**src/rtl/reg_file_bank.sv**
```systemverilog
`default_nettype none
// ============================================================================
// Module      : reg_file_bank
// Description : Eight-entry Y86 architectural register file. Per-register
//               write enables and data come from the write-back decoder. Two
//               combinational read ports include same-cycle write bypass. A
//               handshaked dump port streams all registers in id order.
// Revision    : 1.0 - initial release
// ============================================================================
module reg_file_bank #(
  parameter int WIDTH = 32,
  parameter int NREGS = 8
) (
  input  logic             clk,
  input  logic             rst_n,
  // write-back inputs, one enable/data pair per register
  input  logic             en_0,
  input  logic             en_1,
  input  logic             en_2,
  input  logic             en_3,
  input  logic             en_4,
  input  logic             en_5,
  input  logic             en_6,
  input  logic             en_7,
  input  logic [WIDTH-1:0] D_0,
  input  logic [WIDTH-1:0] D_1,
  input  logic [WIDTH-1:0] D_2,
  input  logic [WIDTH-1:0] D_3,
  input  logic [WIDTH-1:0] D_4,
  input  logic [WIDTH-1:0] D_5,
  input  logic [WIDTH-1:0] D_6,
  input  logic [WIDTH-1:0] D_7,
  // decode read ports
  input  logic [2:0]       srcA,
  input  logic             reqA,
  output logic [WIDTH-1:0] valA,
  input  logic [2:0]       srcB,
  input  logic             reqB,
  output logic [WIDTH-1:0] valB,
  // debug dump port
  input  logic             dump_req,
  input  logic             dump_ready,
  output logic             dump_valid,
  output logic [2:0]       dump_idx,
  output logic [WIDTH-1:0] dump_data,
  output logic             dump_busy,
  output logic             dump_done
);

  localparam logic [2:0] c_LAST_IDX = 3'(NREGS - 1);

  typedef enum logic [0:0] {
    S_IDLE = 1'b0,
    S_SEND = 1'b1
  } state_t;

  // gathered write-back inputs
  logic [NREGS-1:0] w_en;
  logic [WIDTH-1:0] w_d   [NREGS];
  // storage and its bypassed view (what a read would see this cycle)
  logic [WIDTH-1:0] regs_q [NREGS];
  logic [WIDTH-1:0] w_fwd  [NREGS];

  // dump FSM state
  state_t           state_q, state_d;
  logic [2:0]       idx_q, idx_d;
  logic [WIDTH-1:0] data_q, data_d;
  logic             done_q, done_d;
  logic [2:0]       w_idx_nxt;

  assign w_en = {en_7, en_6, en_5, en_4, en_3, en_2, en_1, en_0};
  assign w_d[0] = D_0;
  assign w_d[1] = D_1;
  assign w_d[2] = D_2;
  assign w_d[3] = D_3;
  assign w_d[4] = D_4;
  assign w_d[5] = D_5;
  assign w_d[6] = D_6;
  assign w_d[7] = D_7;

  // Register storage: each enabled register commits its data independently.
  always_ff @(posedge clk or negedge rst_n) begin
    if (!rst_n) begin
      for (int i = 0; i < NREGS; i++) regs_q[i] <= '0;
    end else begin
      for (int i = 0; i < NREGS; i++) begin
        if (w_en[i]) regs_q[i] <= w_d[i];
      end
    end
  end

  // Bypassed register view: a write in flight wins over stored contents.
  always_comb begin
    for (int i = 0; i < NREGS; i++) begin
      w_fwd[i] = w_en[i] ? w_d[i] : regs_q[i];
    end
  end

  // Read ports return zero when not requested.
  assign valA = reqA ? w_fwd[srcA] : '0;
  assign valB = reqB ? w_fwd[srcB] : '0;

  assign w_idx_nxt = idx_q + 3'd1;

  // Dump FSM state register; reset aborts any dump without a done pulse.
  always_ff @(posedge clk or negedge rst_n) begin
    if (!rst_n) begin
      state_q <= S_IDLE;
      idx_q   <= '0;
      data_q  <= '0;
      done_q  <= 1'b0;
    end else begin
      state_q <= state_d;
      idx_q   <= idx_d;
      data_q  <= data_d;
      done_q  <= done_d;
    end
  end

  // Dump FSM next state: beats are snapshots taken when loaded, so later
  // writes to an already-loaded register do not disturb a stalled beat.
  always_comb begin
    state_d = state_q;
    idx_d   = idx_q;
    data_d  = data_q;
    done_d  = 1'b0;
    case (state_q)
      S_IDLE: begin
        idx_d = '0;
        if (dump_req) begin
          data_d  = w_fwd[0];
          state_d = S_SEND;
        end
      end
      S_SEND: begin
        if (dump_ready) begin
          if (idx_q == c_LAST_IDX) begin
            state_d = S_IDLE;
            idx_d   = '0;
            done_d  = 1'b1;
          end else begin
            idx_d  = w_idx_nxt;
            data_d = w_fwd[w_idx_nxt];
          end
        end
      end
      default: state_d = S_IDLE;
    endcase
  end

  assign dump_valid = (state_q == S_SEND);
  assign dump_busy  = (state_q == S_SEND);
  assign dump_idx   = idx_q;
  assign dump_data  = data_q;
  assign dump_done  = done_q;

endmodule
`default_nettype wire

```
**config.mk**
```make
export PLATFORM = sky130hd
export DESIGN_NAME = reg_file_bank
export DESIGN_NICKNAME = d
export VERILOG_FILES = /design/src/rtl/reg_file_bank.sv
export SDC_FILE = /design/constraint.sdc
export NUM_CORES = 1
export LEC_CHECK = 0
export CAP_MARGIN = 20
export CORE_UTILIZATION = 45
export DETAILED_ROUTE_END_ITERATION = 8
export PLACE_DENSITY = 0.69
export SYNTH_ARGS = -nofsm -noshare
export SYNTH_HDL_FRONTEND = slang
export SYNTH_SLANG_ARGS = --single-unit
```
**constraint.sdc**
```tcl
create_clock -name clk -period 5.14 [get_ports clk]
set_input_delay 0.771 -clock clk [delete_from_list [all_inputs] [get_ports clk]]
set_output_delay 0.771 -clock clk [all_outputs]
set_load 0.05 [all_outputs]
```
### After elaboration in Yosys (flattened, before gate mapping)

Index checks and enable logic that the tools add are counted.

* register bits after elaboration: 293
* bits in latches: 0
* memory bits (writable): 0
* ROM bits: 0
* input port bits: 276
* output and inout port bits: 102
* memories kept: 0

* add/subtract/negate cells: 1
* multiply operators: 0
* div/mod/pow operators: 0
* magnitude comparators: 3
* equality and inequality tests: 4
* shift operators: 0
* mux-type cells: 33
* bitwise operators: 4
* reduce and logical (&&, ||, !) cells: 1

Operator list (number)
* 2-to-1 mux 32 bit: 19
* binary-select mux 32 bit (select 3 bit): 3
* case mux 32 bit (2 select lines): 1
* >= comparator 4 bit, second input constant: 3
* inverter 3 -> 4 bit: 3
* 2-to-1 mux 1 bit: 6
* 2-to-1 mux 3 bit: 2
* != test 2 bit, second input constant: 3
* case mux 3 bit (2 select lines): 1
* adder 3 x 1 -> 3 bit, second input constant: 1
* == test 3 bit, second input constant: 1
* AND reduction 3 bit: 1
* case mux 1 bit (2 select lines): 1
* inverter 1 bit: 1

### Depth between registers and ports, before layout

Gate-level depths: netlist of run 1.

* word-level depth: 8
* depth in mapped cells: 10
* mapped depth without buffers: 7

### Least setup slack after synthesis of run 1

No wires, ideal clock.

* kind: input to output
* from: in srcA[0]
* to: out valA[11]
* data arrival time: 2.605 ns
* data required time: 4.369 ns
* path slack: 1.764 ns
* stages: 4
* buffers on the path: 2
* cells stage by stage: buf_2 -> buf_2 -> mux4_2 -> o22ai_1

* word-level cells in the longest chain between the ends: 5

Ends and longest elaborated chain
* start, declared: RTL line 34 `input logic [2:0] srcA,`
* inverter 3 -> 4 bit (not written as such): RTL line 100 `assign valA = reqA ? w_fwd[srcA] : '0;`
* binary-select mux 32 bit (select 3 bit): RTL line 100
* 2-to-1 mux 32 bit (not written as such) (2 in series): RTL line 100
* 2-to-1 mux 32 bit: RTL line 100
* end, declared: RTL line 36 `output logic [WIDTH-1:0] valA,`

Every way passes these cells. The select of a mux whose other input is x is not followed.

### Worst setup path in the final report of run 1

* from: in reqA
* to: out valA[31]

* word-level cells in the longest chain between the ends: 1

Ends and longest elaborated chain
* start, declared: RTL line 35 `input logic reqA,`
* 2-to-1 mux 32 bit: RTL line 100

Every way passes these cells.

==> results of run 1 <==
layout make-up:
class / instances / area (um^2)
Clock inverter: 13 / 131.4
Tap cell: 511 / 639.4
Antenna cell: 6 / 15.01
Fill cell: 3092 / 15060
Inverter: 257 / 964.7
Multi-Input combinational cell: 860 / 8257
Sequential cell: 293 / 7337
Clock buffer: 53 / 1106
Timing Repair Buffer: 416 / 4159
Yosys cell counts, types with 18 or more instances:
cell	count	area share, %
a2111oi_0	18	0.92
mux4_2	128	17
a22oi_1	34	1.5
nor2_1	100	2.2
a21oi_1	41	1.2
a211oi_1	24	1.0
buf_4	20	0.87
o21ai_0	34	0.99
mux2i_1	258	15
o22ai_1	89	3.2
dfrtp_1	293	43
clkbuf_1	40	0.87
buf_2	40	1.2
inv_1	257	5.6
kinds of logic (layout without fill, tap and decap cells):
kind of cell             after synthesis  in the layout  share of synthesized area, %
other                                  0              6                             0
flip-flops                           293            293                         42.65
adder cells (fa/ha/maj)                2              2                        0.1455
buffers and inverters                374            739                         9.491
multiplexers                         386            386                         31.79
AND/OR/NAND/NOR                      197            197                         5.343
AO/OA/AOI/OAI                        274            274                         10.52
XOR/XNOR                               1              1                       0.05096
power by group:
part           leakage, nW  total [W]  switching, W  internal [W]
combinational         6.21    0.00486       0.00319       0.00167
sequential            3.41    0.00293      0.000269       0.00266
clock                0.612    0.00263       0.00104       0.00160
total                 10.2     0.0104       0.00449       0.00593
registers in the layout, summed over array words and instances (netlist names):
register   count
dump_idx       3
dump_data     32
dump_done      1
dump_busy      1
regs_q       256
through the flow:
| stage | hold WS [ns] | instance area, um^2 | total power [W] | std cells | setup WS [ns] |
|---|---|---|---|---|---|
| 6_report | 0.2974 | 22610 | 0.01042 | 2409 | 0.8400 |
| 5_1_grt | 0.3522 | 22600 | 0.01081 | 2406 | 0.8316 |
| 4_1_cts | 0.3297 | 22590 | 0.01037 | 2403 | 0.9051 |
| 3_5_place_dp | 0.5058 | 21360 | 0.007713 | 2337 | 0.9015 |
| 3_3_place_gp | 0.4869 | 21360 | 0.007655 | 2337 | 0.9298 |
| 2_1_floorplan | 0.4702 | 17190 | 0.005878 | 1527 | 1.764 |
routing by layer:
metal	part of all wire, %	global-route usage, %	up-vias	wire length, um
met1	39	44.00	7278	25000
met2	47	51.56	971	30150
li1	-	-	6200	-
met5	0.062	0	-	40
met4	3.7	14.38	6	2377
met3	11	8.622	177	7173
worst max-delay path, cell delays in order:
cell	delay, ns
clkdlybuf4s50_1	0.51
nand2_2	0.68
o22ai_1	0.65
clkdlybuf4s50_1	0.90
final timing paths:
check / start / slack [ns] / cells past startpoint / to
max: reqA / 0.84 / 4 / valA[31]
min: rst_n / 0.30 / 1 / regs_q[99]
max reg2reg: dump_idx[0] / 1.57 / 6 / dump_data[19]
min reg2reg: regs_q[12] / 0.51 / 2 / regs_q[12]
max in group asynchronous: rst_n / 3.75 / 2 / regs_q[217]
min in group clk: regs_q[12] / 0.51 / 2 / regs_q[12]
==> flow_summary.json, run 1 <==
{
  "clk_latency_ns": 0.52,
  "synth_enable_flop_cells": 0,
  "async_reset_ff_share_pct": 100.0,
  "endpoint_kind": "output pin",
  "start_util_pct": 45.64,
  "antenna_found_initial": 8,
  "synthesis.nets": 1805,
  "hpwl_um": 44130,
  "ys_seq_area_share_pct": 42.65,
  "rsz0062_at_grt": "false",
  "slew_headroom_pct": 19.68,
  "ios": 378,
  "start_kind": "input pin",
  "path_clk_slew_ns": 0.06,
  "grt_pass1_wl_um": 94650,
  "num_vias": 14630,
  "final.period_utilization_pct": 83.66,
  "avgSynthCellArea_um2": 11.26,
  "overflow": 0,
  "setup_viol": 0,
  "via_per_inst": 6.074,
  "grt.total_usage_pct": 33.21,
  "die_w_um": 197.5,
  "post-route-drc-count": 0,
  "synth_seq_cells": 293,
  "cap_violations": 0,
  "cp_data_arrival_time_ns": 3.53,
  "drive_above_1_share_pct": 13.64,
  "fp.dieH_um": 197.5,
  "grt_max_degree": 101,
  "max_freq_mhz": 232.6,
  "cts_root_buf": "clkbuf_16",
  "place.gp.congestion": 0.9296,
  "syn_inst": 1527,
  "ir_worst_vdd_mv": 0.2753,
  "clkSinkCount": 293,
  "htreeDepth": 2,
  "required_ns": 4.37,
  "cts.repair.resized": 0,
  "postRouteAntennaNets": 0,
  "first_iter_violations": 1360,
  "layout_common_cells": "clkdlybuf4s50_1 (364), dfrtp_1 (291), mux2i_1 (258), inv_1 (257), mux4_2 (128)",
  "holdCritPathClass": "in -> async",
  "power.density_nw_per_um2": 461.0,
  "io_buffers": 377,
  "grt_pass1_vias": 14920,
  "netlist_area_um2": 17190,
  "clock_skew_ns": 0.02357,
  "syn_to_final_growth_pct": 31.52,
  "drv_slew": 0,
  "cts_inserted_buffers": 36,
  "hold_buffers": 0,
  "outcome": "finished clean",
  "path_class": "in -> out",
  "hold_violations": 0,
  "crit_fanout": 32,
  "coreArea_um2": 37670,
  "synth_cell_type_count": 44,
  "routed_wl_um": 64750,
  "die_area_um2": 38990,
  "cts_tree": "yes",
  "setup_tns_ns": 0,
  "fin_crit_ns": 4.300,
  "synth_ff_type": "dfrtp_1",
  "first_pass_iters": 8,
  "cts_max_path_buffers": 3,
  "num_rows": 71,
  "postCtsSetupBuffers": 0,
  "worst_slew_pin_slew_ns": 1.205,
  "final_common_cell": "clkdlybuf4s50_1",
  "wire_per_inst_um": 26.88,
  "ys_warn_count": 0,
  "power_leakage_nw": 10.23,
  "fin_util_pct": 60.03,
  "nNetsFinal": 2142
}
Power figures use the tool's default switching activity.
==> inputs of run 2 (changes only) <==
Settings changed: PLACE_DENSITY 0.69 to 0.72.
Clock period 5.14 ns to 3.9 ns, I/O delays scaled along.
==> run 2 against run 1 <==
Clock power up 35%; combinational power up 34%; critical path type unchanged; core utilization down 0.090 points; highest routed layer is now met4; sequential share of layout area about the same.
==> flow_summary.json, run 2 (synthesis results as in run 1) <==
{
  "outcome": "finished clean",
  "final.period_utilization_pct": 82.72,
  "crit_end": "valA[0]",
  "num_vias": 14860,
  "reg2reg_setup_slack_ns": 0.93,
  "slew_headroom_pct": 30.31,
  "grt_max_degree": 126,
  "endpoint_kind": "output pin",
  "first_pass_iters": 7,
  "drive_above_1_share_pct": 16.98,
  "via_per_inst": 6.188,
  "wire_per_inst_um": 26.75,
  "nFillCells": 3115,
  "path_class": "in -> out",
  "clock_skew_ns": 0.009406,
  "htreeDepth": 2,
  "r2r-start": "dump_idx[0]",
  "hold_violations": 0,
  "drv_slew": 0,
  "worst_slew_pin_slew_ns": 1.043,
  "post-route-drc-count": 0,
  "die_w_um": 197.5,
  "hold_buffers": 0,
  "max_freq_mhz": 310.0,
  "clk_latency_ns": 0.52,
  "power.density_nw_per_um2": 612.1,
  "clkSinkCount": 293,
  "largest_register_ffs": 256,
  "routed_wl_um": 64260,
  "place.gp.congestion": 0.8965,
  "required_ns": 3.31,
  "grt.total_usage_pct": 33.26,
  "overflow": 0,
  "syn_to_final_growth_pct": 31.33,
  "power_leakage_nw": 10.39,
  "cts_root_buf": "clkbuf_16",
  "grt_pass1_vias": 15520,
  "r2r_cells": 7,
  "layout_common_cells": "clkdlybuf4s50_1 (300), dfrtp_1 (291), mux2i_1 (258), inv_1 (257), mux4_2 (128)",
  "cp_data_arrival_time_ns": 2.64,
  "crit_start": "en_6",
  "die_area_um2": 38990,
  "rr_endpoint": "dump_data[27]",
  "setup_viol": 0,
  "start_kind": "input pin",
  "cts_tree": "yes",
  "timing.final.ws_setup_ns": 0.6740,
  "cap_violations": 0,
  "first_iter_violations": 1446,
  "top_register": "regs_q",
  "fp.dieH_um": 197.5,
  "p_total_w": 0.01382,
  "final_common_cell": "clkdlybuf4s50_1",
  "antenna_found_initial": 0,
  "crit_fanout": 21,
  "holdCritPathClass": "in -> async",
  "ir_worst_vdd_mv": 0.4340,
  "postRouteAntennaNets": 0,
  "postCtsSetupBuffers": 0,
  "rsz0062_at_grt": "false",
  "num_rows": 71,
  "io_buffers": 377,
  "start_util_pct": 45.64,
  "coreArea_um2": 37670,
  "fin_crit_ns": 3.226,
  "nNetsFinal": 2146,
  "cts.repair.resized": 0,
  "setup_tns_ns": 0,
  "cts_max_path_buffers": 3,
  "place_ws_ns": 0.6855,
  "grt_pass1_wl_um": 95570,
  "diodes": 0,
  "hpwl_um": 43550,
  "path_clk_slew_ns": 0.06,
  "cts_inserted_buffers": 35,
  "ios": 378
}
run 2: cell types whose count changed in the layout (fill, tap and decap cells not counted), sizes merged:
cell / previous run / this run
inv: 259 / 257
clkinv: 7 / 3
buf: 52 / 121
diode: 6 / 0
clkinvlp: 2 / 0
clkdlybuf4s50: 364 / 300
bufinv: 2 / 4
run 2: metrics by stage:
| stage | hold slack, ns | util [%] | std cells | instance area [um^2] |
|---|---|---|---|---|
| floorplan | 0.2894 | - | 1527 | 17190 |
| global placement | 0.4896 | 56.64 | 2342 | 21330 |
| detailed placement | 0.4913 | 56.64 | 2342 | 21330 |
| CTS | 0.2100 | 59.94 | 2402 | 22580 |
| global route | 0.2555 | 59.94 | 2402 | 22580 |
| finish | 0.1304 | 59.94 | 2402 | 22580 |
run 2: metal layers:
metal / share of wire, % / vias to the layer above / GRT usage, % / routed length, um
met5: 0 / - / 0 / 0
met4: 5.3 / 0 / 16.65 / 3404
met3: 10 / 243 / 6.642 / 6546
met2: 47 / 1077 / 53.17 / 29900
met1: 38 / 7345 / 43.17 / 24420
li1: - / 6198 / - / -
run 2: power breakdown:
group	total [W]	leakage [nW]	internal, W	switching, W
combinational	0.00650	6.37	0.00224	0.00426
sequential	0.00378	3.41	0.00351	0.000264
clock	0.00354	0.615	0.00221	0.00133
total	0.0138	10.4	0.00797	0.00585
run 2: critical path, cell delays in order:
cell,delay [ns]
buf_2,0.47
buf_12,0.33
mux2i_1,0.22
mux4_2,0.50
o22ai_1,0.25
buf_4,0.26
run 2: area by class of cell:
| cell class | count | area [um^2] | area share (%) |
|---|---|---|---|
| timing repair buffer | 421 | 4136 | 18.32 |
| tap | 511 | 639.4 | 2.832 |
| multi-input combinational | 860 | 8257 | 36.57 |
| clock buffer | 53 | 1106 | 4.899 |
| inverter | 257 | 964.7 | 4.273 |
| clock inverter | 7 | 135.1 | 0.5986 |
| sequential | 293 | 7337 | 32.50 |
run 2: worst min-delay path by stage:
stage	start	endpoint	cells past startpoint
2_1_floorplan	rst_n	dump_busy	0
3_3_place_gp	regs_q[51]	regs_q[51]	2
3_5_place_dp	dump_data[29]	dump_data[29]	1
4_1_cts	rst_n	regs_q[99]	1
5_1_grt	rst_n	regs_q[99]	1
6_report	rst_n	regs_q[35]	1
